File: src/rtl/step_pattern_sequencer_pkg.sv
// Shared definitions for the step pattern sequencer: playback state encoding
// and default geometry of the pattern store.
package step_pattern_sequencer_pkg;

  localparam int NUM_STEPS = 16;
  localparam int STEP_W    = 4;
  localparam int TONE_W    = 12;

  // A Loops setting of zero keeps the pattern cycling until stop or start.
  localparam logic [6:0] LOOPS_INFINITE = 7'd0;

  typedef enum logic [1:0] {
    IDLE    = 2'd0,
    PLAYING = 2'd1,
    DONE    = 2'd2
  } state_e;

endpackage

File: src/rtl/step_pattern_sequencer_if.sv
// Control, edit and playback bus of the step pattern sequencer. The master
// side drives control pulses and pattern edits; the slave side is the
// sequencer itself.
interface step_pattern_sequencer_if #(
  parameter int STEP_W = step_pattern_sequencer_pkg::STEP_W,
  parameter int TONE_W = step_pattern_sequencer_pkg::TONE_W
);

  logic              start;
  logic              stop;
  logic              Step;
  logic [6:0]        Loops;
  logic              wr_en;
  logic [STEP_W-1:0] wr_addr;
  logic [TONE_W-1:0] wr_data;
  logic              clear;
  logic              wr_ready;
  logic [TONE_W-1:0] Select;
  logic              Play;
  logic [STEP_W-1:0] step_idx;
  logic              step_strobe;
  logic              done;

  modport master (
    output start, stop, Step, Loops, wr_en, wr_addr, wr_data, clear,
    input  wr_ready, Select, Play, step_idx, step_strobe, done
  );

  modport slave (
    input  start, stop, Step, Loops, wr_en, wr_addr, wr_data, clear,
    output wr_ready, Select, Play, step_idx, step_strobe, done
  );

endinterface

File: src/rtl/step_pattern_sequencer_pattern_mem.sv
// Pattern store: register array with one write port, a one-entry-per-cycle
// clear sweeper and an asynchronous read port for the playback index.
module step_pattern_sequencer_pattern_mem #(
  parameter int NUM_STEPS = step_pattern_sequencer_pkg::NUM_STEPS,
  parameter int STEP_W    = step_pattern_sequencer_pkg::STEP_W,
  parameter int TONE_W    = step_pattern_sequencer_pkg::TONE_W
) (
  input  logic              CLOCK_50,
  input  logic              reset,
  input  logic              wr_en,
  input  logic [STEP_W-1:0] wr_addr,
  input  logic [TONE_W-1:0] wr_data,
  input  logic              clear,
  input  logic [STEP_W-1:0] rd_addr,
  output logic [TONE_W-1:0] rd_data,
  output logic              wr_ready
);

  localparam logic [STEP_W-1:0] LAST_ADDR = STEP_W'(NUM_STEPS - 1);

  logic [TONE_W-1:0] mem [NUM_STEPS];
  logic              sweeping;
  logic [STEP_W-1:0] sweep_addr;

  // Sweep zeroes one entry per cycle; otherwise accept edits and start sweeps.
  // NOTE: the array is a plain register file, so reset clears it like any
  // other flop; a block-RAM store could not be reset this way.
  always_ff @(posedge CLOCK_50 or posedge reset) begin
    if (reset) begin
      sweeping   <= 1'b0;
      sweep_addr <= '0;
      for (int i = 0; i < NUM_STEPS; i++) mem[i] <= '0;
    end else if (sweeping) begin
      // Writes and further clear pulses are dropped while the sweep runs.
      mem[sweep_addr] <= '0;
      sweep_addr      <= sweep_addr + 1'b1;
      if (sweep_addr == LAST_ADDR) sweeping <= 1'b0;
    end else begin
      if (wr_en) mem[wr_addr] <= wr_data;
      if (clear) begin
        sweeping   <= 1'b1;
        sweep_addr <= '0;
      end
    end
  end

  assign wr_ready = ~sweeping;
  assign rd_data  = mem[rd_addr];

endmodule

File: src/rtl/step_pattern_sequencer.sv
// Step pattern sequencer: walks the pattern store one entry per Step pulse,
// counts pattern passes and drives the registered Select/Play outputs into
// the audio generators.
module step_pattern_sequencer #(
  parameter int NUM_STEPS = step_pattern_sequencer_pkg::NUM_STEPS,
  parameter int STEP_W    = step_pattern_sequencer_pkg::STEP_W,
  parameter int TONE_W    = step_pattern_sequencer_pkg::TONE_W
) (
  input logic                     CLOCK_50,
  input logic                     reset,
  step_pattern_sequencer_if.slave bus
);

  import step_pattern_sequencer_pkg::*;

  localparam logic [STEP_W-1:0] LAST_IDX = STEP_W'(NUM_STEPS - 1);

  state_e            state_q, state_d;
  logic [STEP_W-1:0] idx_q, idx_d;
  logic [6:0]        loop_q, loop_d;
  logic              adv_q, adv_d;
  logic [TONE_W-1:0] rd_data;
  logic [TONE_W-1:0] select_q;
  logic              play_q;
  logic              strobe_q;

  step_pattern_sequencer_pattern_mem #(
    .NUM_STEPS (NUM_STEPS),
    .STEP_W    (STEP_W),
    .TONE_W    (TONE_W)
  ) u_pattern_mem (
    .CLOCK_50 (CLOCK_50),
    .reset    (reset),
    .wr_en    (bus.wr_en),
    .wr_addr  (bus.wr_addr),
    .wr_data  (bus.wr_data),
    .clear    (bus.clear),
    .rd_addr  (idx_q),
    .rd_data  (rd_data),
    .wr_ready (bus.wr_ready)
  );

  // Next state, index and pass count; stop beats start, start beats Step.
  // NOTE: every output of this block gets a default first so no path leaves
  // a variable unassigned and no latch is inferred.
  always_comb begin
    state_d = state_q;
    idx_d   = idx_q;
    loop_d  = loop_q;
    adv_d   = 1'b0;
    if (bus.stop) begin
      state_d = IDLE;
      idx_d   = '0;
      loop_d  = '0;
    end else if (bus.start) begin
      state_d = PLAYING;
      idx_d   = '0;
      loop_d  = '0;
      adv_d   = 1'b1;
    end else if (state_q == PLAYING && bus.Step) begin
      adv_d = 1'b1;
      if (idx_q != LAST_IDX) begin
        idx_d = idx_q + 1'b1;
      end else begin
        idx_d  = '0;
        loop_d = loop_q + 7'd1;
        if (bus.Loops != LOOPS_INFINITE && loop_q + 7'd1 == bus.Loops)
          state_d = DONE;
      end
    end
  end

  // FSM state, index and pass counter registers.
  // NOTE: sequential state uses non-blocking assignments so every flop
  // samples pre-edge values regardless of statement order.
  always_ff @(posedge CLOCK_50 or posedge reset) begin
    if (reset) begin
      state_q <= IDLE;
      idx_q   <= '0;
      loop_q  <= '0;
      adv_q   <= 1'b0;
    end else begin
      state_q <= state_d;
      idx_q   <= idx_d;
      loop_q  <= loop_d;
      adv_q   <= adv_d;
    end
  end

  // Output stage: one cycle behind state/idx; strobe marks a fresh step.
  always_ff @(posedge CLOCK_50 or posedge reset) begin
    if (reset) begin
      select_q <= '0;
      play_q   <= 1'b0;
      strobe_q <= 1'b0;
    end else begin
      select_q <= (state_q == PLAYING) ? rd_data : '0;
      play_q   <= (state_q == PLAYING);
      strobe_q <= adv_q && (state_q == PLAYING);
    end
  end

  assign bus.Select      = select_q;
  assign bus.Play        = play_q;
  assign bus.step_strobe = strobe_q;
  assign bus.step_idx    = idx_q;
  assign bus.done        = (state_q == DONE);

endmodule

File: src/flat_wrapper.sv
// flat-port wrapper written by rule: the top's interface ports become plain ports
module step_pattern_sequencer_flat import step_pattern_sequencer_pkg::*;
#(
  parameter int NUM_STEPS = step_pattern_sequencer_pkg::NUM_STEPS,
  parameter int STEP_W    = step_pattern_sequencer_pkg::STEP_W,
  parameter int TONE_W    = step_pattern_sequencer_pkg::TONE_W
)
  (CLOCK_50, reset, bus_start, bus_stop, bus_Step, bus_Loops, bus_wr_en, bus_wr_addr, bus_wr_data, bus_clear, bus_wr_ready, bus_Select, bus_Play, bus_step_idx, bus_step_strobe, bus_done);
  step_pattern_sequencer_if #(.STEP_W(STEP_W), .TONE_W(TONE_W)) bus_i ();
  input logic CLOCK_50;
  input logic reset;
  input wire logic [$bits(bus_i.start)-1:0] bus_start;
  input wire logic [$bits(bus_i.stop)-1:0] bus_stop;
  input wire logic [$bits(bus_i.Step)-1:0] bus_Step;
  input wire logic [$bits(bus_i.Loops)-1:0] bus_Loops;
  input wire logic [$bits(bus_i.wr_en)-1:0] bus_wr_en;
  input wire logic [$bits(bus_i.wr_addr)-1:0] bus_wr_addr;
  input wire logic [$bits(bus_i.wr_data)-1:0] bus_wr_data;
  input wire logic [$bits(bus_i.clear)-1:0] bus_clear;
  output wire logic [$bits(bus_i.wr_ready)-1:0] bus_wr_ready;
  output wire logic [$bits(bus_i.Select)-1:0] bus_Select;
  output wire logic [$bits(bus_i.Play)-1:0] bus_Play;
  output wire logic [$bits(bus_i.step_idx)-1:0] bus_step_idx;
  output wire logic [$bits(bus_i.step_strobe)-1:0] bus_step_strobe;
  output wire logic [$bits(bus_i.done)-1:0] bus_done;
  assign bus_i.start = bus_start;
  assign bus_i.stop = bus_stop;
  assign bus_i.Step = bus_Step;
  assign bus_i.Loops = bus_Loops;
  assign bus_i.wr_en = bus_wr_en;
  assign bus_i.wr_addr = bus_wr_addr;
  assign bus_i.wr_data = bus_wr_data;
  assign bus_i.clear = bus_clear;
  assign bus_wr_ready = bus_i.wr_ready;
  assign bus_Select = bus_i.Select;
  assign bus_Play = bus_i.Play;
  assign bus_step_idx = bus_i.step_idx;
  assign bus_step_strobe = bus_i.step_strobe;
  assign bus_done = bus_i.done;
  step_pattern_sequencer #(.NUM_STEPS(NUM_STEPS), .STEP_W(STEP_W), .TONE_W(TONE_W)) u_core (.CLOCK_50(CLOCK_50), .reset(reset), .bus(bus_i));
endmodule
File: config.mk
export PLATFORM = sky130hd
export DESIGN_NAME = step_pattern_sequencer_flat
export DESIGN_NICKNAME = d
export VERILOG_FILES = /design/src/rtl/step_pattern_sequencer_pkg.sv /design/src/rtl/step_pattern_sequencer_if.sv /design/src/rtl/step_pattern_sequencer_pattern_mem.sv /design/src/rtl/step_pattern_sequencer.sv /design/src/flat_wrapper.sv
export SDC_FILE = /design/constraint.sdc
export NUM_CORES = 1
export LEC_CHECK = 0
export CAP_MARGIN = 25
export CORE_ASPECT_RATIO = 0.8
export CORE_MARGIN = 2
export CORE_UTILIZATION = 65
export DETAILED_ROUTE_END_ITERATION = 10
export PLACE_DENSITY = 0.92
export SYNTH_ARGS = -nofsm -noshare
export SYNTH_HDL_FRONTEND = slang
export SYNTH_SLANG_ARGS = --single-unit
File: constraint.sdc
create_clock -name CLOCK_50 -period 17.4 [get_ports CLOCK_50]
set_input_delay 1.74 -clock CLOCK_50 [delete_from_list [all_inputs] [get_ports CLOCK_50]]
set_output_delay 1.74 -clock CLOCK_50 [all_outputs]
set_load 0.01 [all_outputs]
; ---- Yosys cells after proc, flatten, opt, wreduce, memory -nomap -nowiden
; Cells that the tools add are included.
[word_totals]
regBits = 225
out_inout_bits = 20
elab_cells = 89
in_bits = 30
[classes]
bitwise = 6
add_sub_neg = 3
reduce_logical = 12
order_cmp = 5
eq_ne = 6
mux = 32
[op_table]
columns = operator, count
row1 = 192-bit 2-to-1 mux, 2
row2 = 192-bit bitwise AND, 1
row3 = 192-bit bitwise mux, 1
row4 = 192-bit NOT, 1
row5 = 12-bit demux with 4-bit select, 2
row6 = 12-bit 2-to-1 mux, 5
row7 = 12-bit binary-select mux with 4-bit select, 1
row8 = 7-bit 2-to-1 mux, 4
row9 = 4-bit 2-to-1 mux, 6
row10 = 5-bit greater-or-equal comparator (second input constant), 3
row11 = 4-bit NOT with 5-bit output, 3
row12 = 5-bit by 1-bit < comparator with 1-bit output (second input constant), 2
row13 = 2-bit 2-to-1 mux, 5
row14 = 4-bit by 1-bit adder with 4-bit output (second input constant), 2
row15 = 7-bit by 1-bit adder with 7-bit output (second input constant), 1
row16 = 7-bit == test, 1
row17 = 7-bit nonzero test, 1
row18 = 1-bit 2-to-1 mux, 6
row19 = 3-bit nonzero test, 2
row20 = 1-bit logical AND, 5
row21 = 4-bit == test (second input constant), 1
row22 = 4-bit inequality test (second input constant), 1
row23 = 2-bit nonzero test, 2
row24 = 3-bit inequality test (second input constant), 1
row25 = 5 further kinds, 5

; ---- Depth between registers and ports, before layout
[logic_depth]
ltp_word = 8
mapped_depth = 7
depth_no_buf = 6

; ---- Cells and area by module
; From an unflattened synthesis, not the netlist that was laid out.
[unflattened]
hier_cells = 794
area_unflattened_um2 = 10262.3
[by_module_without_submodules]
columns = mod, cells_each, area_each_um2, n_inst, seq_area_each_um2
row1 = step_pattern_sequencer_pattern_mem, 666, 8917.3, 1, 4929.7
row2 = step_pattern_sequencer, 128, 1345.0, 1, 700.7

; ---- Least setup slack after synthesis
; OpenSTA, ideal clock, no wires.
[synth_path]
path_type = in2reg
from = input bus_Loops[2]
to = register u_core.state_q[0]
arrival_time_ns = 2.932
setup_time_ns = 0.126
path_slack_ns = 14.342
n_path_buf = 0
required_ns = 17.274
stages = 5
path_cell_list = nand2b_1 > o211a_1 > o32a_1 > or3_1 > a221o_1
[synth_via]
elab_chain_cells = 4
word_cells_on_any_way = 5
classes_between = eq/ne (1) / reduce/logical (4)
[synth_lines]
columns = item, line
row1 = "start, declared", flat_wrapper.sv:15  ; input wire logic [$bits(bus_i.Loops)-1:0] bus_Loops;
row2 = 7-bit == test or 7-bit nonzero test (tied branches), step_pattern_sequencer.sv:67  ; if (bus.Loops != LOOPS_INFINITE && loop_q + 7'd1 == bus.Loops)
row3 = 1-bit logical AND (*), step_pattern_sequencer.sv:67
row4 = 3-bit nonzero test (no line) (*), --
row5 = 3-bit AND reduction (no line) (*), --
row6 = "end signal, assigned", step_pattern_sequencer.sv:83  ; state_q <= state_d;
row7 = "end, declared", step_pattern_sequencer.sv:18  ; state_e state_q, state_d;
; Mark *: on every way between the ends. The rest lies on a longest branch, timed or not.
; A chain may end at the register's enable or synchronous reset.

; ---- Final worst setup path
[layout_path]
from = input bus_wr_en
to = register u_core.u_pattern_mem.mem[13] in the netlist's numbering
[layout_via]
elab_chain_cells = 1
[layout_lines]
columns = item, line
row1 = "start, declared", flat_wrapper.sv:16  ; input wire logic [$bits(bus_i.wr_en)-1:0] bus_wr_en;
row2 = 2-bit nonzero test (no line), --
row3 = "end signal, assigned by index", step_pattern_sequencer_pattern_mem.sv:39  ; if (wr_en) mem[wr_addr] <= wr_data;
row4 = "end, declared", step_pattern_sequencer_pattern_mem.sv:21  ; logic [TONE_W-1:0] mem [NUM_STEPS];
; Every way passes these cells.

==> summary.txt <==
Tcrit/Tclk final: 23.72%
Vert. Die Dim: 114.5 um
fin crit period: 4.127 ns
Slew Limit Headroom: 21.19%
Core Region: 14960 um^2
htree depth: 1
first-pass GRT wire length: 43570 um
CP Launch Type: input pin
Crit path required time: 17.78 ns
post-synthesis cell type count: 37
run status: completed
DP HPWL: 16920 um
Final Wtd Congestion: 0.9334
commonest non-fill, non-tap cells in the layout: dfrtp_1 (223), a22o_1 (192), mux4_2 (60)
GR Util met2: 54.17%
gr ovfl total: 0
maximum number of pins on one net before global-route repair: 146
Die Wd: 142.1 um
Seq/Total Area, Yosys: 56.77%
via count: 7518
crit path max fanout: 13
Resize count post-CTS: 0
VDD IR-drop max: 0.00007079 V
most common cell after layout, fill and taps aside: dfrtp_1
final hold violations: 0
top cell type by total area after synthesis: dfrtp_1
Reg clk slew, reported paths: 0.06 ns
initial DRC count: 1330
Clk Latency, worst-skew pair: 0.51 ns
Hold Path Class: register to register
# Post-CTS Setup Buffers: 0
Max stage delay on crit path: 0.93 ns
die area: 16270 um^2
crit path capture type: register
predominant post-synthesis flop cell: dfrtp_1
Mapped Area: 9918 um^2
Ys Warns: 0
layout cell share with drive strength beyond 1: 17.57%
clk buf depth: 3
CP max stage cell: nor2_1
TritonCTS buffer count: 22
CTS sink cnt: 225
met3 Resource Use GR: 11.96%
Tightest Pin Transition: 1.178 ns
antenna violations before repair: 1
asr flop ratio synth: 100.0%
Finish-stage setup viols: 0
M1 GR Usage: 48.73%
port bufs: 49
number of synthesized flops with an enable pin: 0
vias per inst: 7.922
post-synth net total: 747
hold buffers post-CTS: 0
Max Clk Rate: 0.2423 GHz
setup_tns: 0 ns
Most Used Layer, Global Route: met2
DR DRC count: 0
flops & latches, synth: 225
area delta synth->final: 15.38%
max_cap viols: 0
Root Buffer Master: clkbuf_16
GRT Total Usage: 35.71%
row count: 40
Mapped Cells: 711
clk_skew: 0.01261 ns
placed insts: 897
top-area cell type share of the netlist area: 56.77%
Final Non-Filler Cells: 949
vias in the first global route: 7314
wirelength, routed: 29290 um
TritonRoute pass-1 iters: 5
WL/cell: 30.87 um
io pins: 50
CP cell instances: clkdlybuf4s50_1, nor2b_1, nand3b_1, nor2_1, a21oi_1, buf_4, a22o_1
Antenna Violating Nets Remaining: 0
PwrDens: 125.5 nW/um^2
final net count: 777
top cells by area, synth: dfrtp_1 (57%), a22o_1 (17%), mux4_2 (14%), clkbuf_1 (1.8%), a21oi_1 (1.2%)
Avg Inst Size Synth: 13.95 um^2
CTS tree: done
Lkg Pwr: 5.172 nW
crit path DAT: 4.51 ns
kind of critical path: input pin to register
Slew Viols, Final: 0
RSZ-0062 raised after global routing: no
Initial Utilization: 66.28%
-- critical path, delay by kind of cell --
kind,cells,cell delay (ns)
AOI/OAI and AO/OA,2,0.60
buffers and inverters,2,0.75
and+or+nand+nor,3,1.41
-- final timing paths --
path,startpoint,end,slack (ns),cells past startpoint
worst min-delay path,u_core.u_pattern_mem.mem[162],u_core.u_pattern_mem.mem[162],0.50,1
worst min register to register,u_core.u_pattern_mem.mem[162],u_core.u_pattern_mem.mem[162],0.50,1
max in group asynchronous,reset,u_core.u_pattern_mem.mem[72],14.50,5
worst max register to register,u_core.u_pattern_mem.sweeping,u_core.u_pattern_mem.mem[13],14.44,6
worst max-delay path,bus_wr_en,u_core.u_pattern_mem.mem[13],13.27,7
min in group asynchronous,reset,u_core.bus.Select[8],1.53,2
-- power by group --
| group | internal [W] | switching [W] |
|---|---|---|
| clock | 0.000308 | 0.000206 |
| combinational | 0.000116 | 0.000151 |
| sequential | 0.000596 | 0.0000587 |
-- registers in the layout (all words and copies together) (netlist names) --
register                         count
u_core.u_pattern_mem.sweep_addr      4
u_core.u_pattern_mem.mem           192
u_core.state_q                       2
u_core.bus.Select                   12
u_core.u_pattern_mem.sweeping        1
u_core.adv_q                         1
u_core.bus.step_strobe               1
u_core.bus.step_idx                  4
u_core.loop_q                        7
u_core.bus.Play                      1
-- stage by stage --
step	power (W)	worst slack, ns	hold slack, ns	utilization [%]	instance area (um^2)
2_1_floorplan	0.0008035	9.497	0.4277	-	9918
3_3_place_gp	0.0008658	12.79	0.4315	69.31	10370
3_5_place_dp	0.0008965	12.93	0.4437	70.24	10510
4_1_cts	0.001407	13.27	0.4981	75.43	11290
5_1_grt	0.001472	13.17	0.5141	76.42	11440
6_report	0.001437	13.27	0.5024	76.47	11440
-- metal layers --
metal / share of wire (%) / wire length [um]
met1: 35 / 10260
met2: 45 / 13300
met3: 14 / 4128
met4: 5.5 / 1604
met5: 0 / 0
-- Yosys cell counts (all sizes together), types with 3 or more instances --
master and n:
a22o 192, xor2 9, a21oi 23, o21ai 3
nor2 30, and2 13, xnor2 7, and3 4
nor3 8, nand2 15, ha 6, nand3 8
buf 27, dfrtp 225, inv 8, nand2b 5
clkbuf 47, mux4 60
-- layout make-up --
cell class / count / area (um^2)
multi-input combinational: 404 / 3928
inverter: 8 / 37.54
tap: 189 / 236.5
clock inverter: 7 / 113.9
fill: 733 / 3521
clock buffer: 33 / 663.1
antenna: 3 / 7.507
timing repair buffer: 80 / 822.0
sequential: 225 / 5635
-- logic make-up after synthesis --
group / count (synthesis) / synth area share (%)
compound gates: 227 / 19.04
xor+xnor: 16 / 1.413
fa+ha+maj: 6 / 0.7569
buf+inv: 82 / 3.633
flops: 225 / 56.77
mux: 61 / 13.74
simple gates: 94 / 4.655
(Power assumes the default switching activity.)
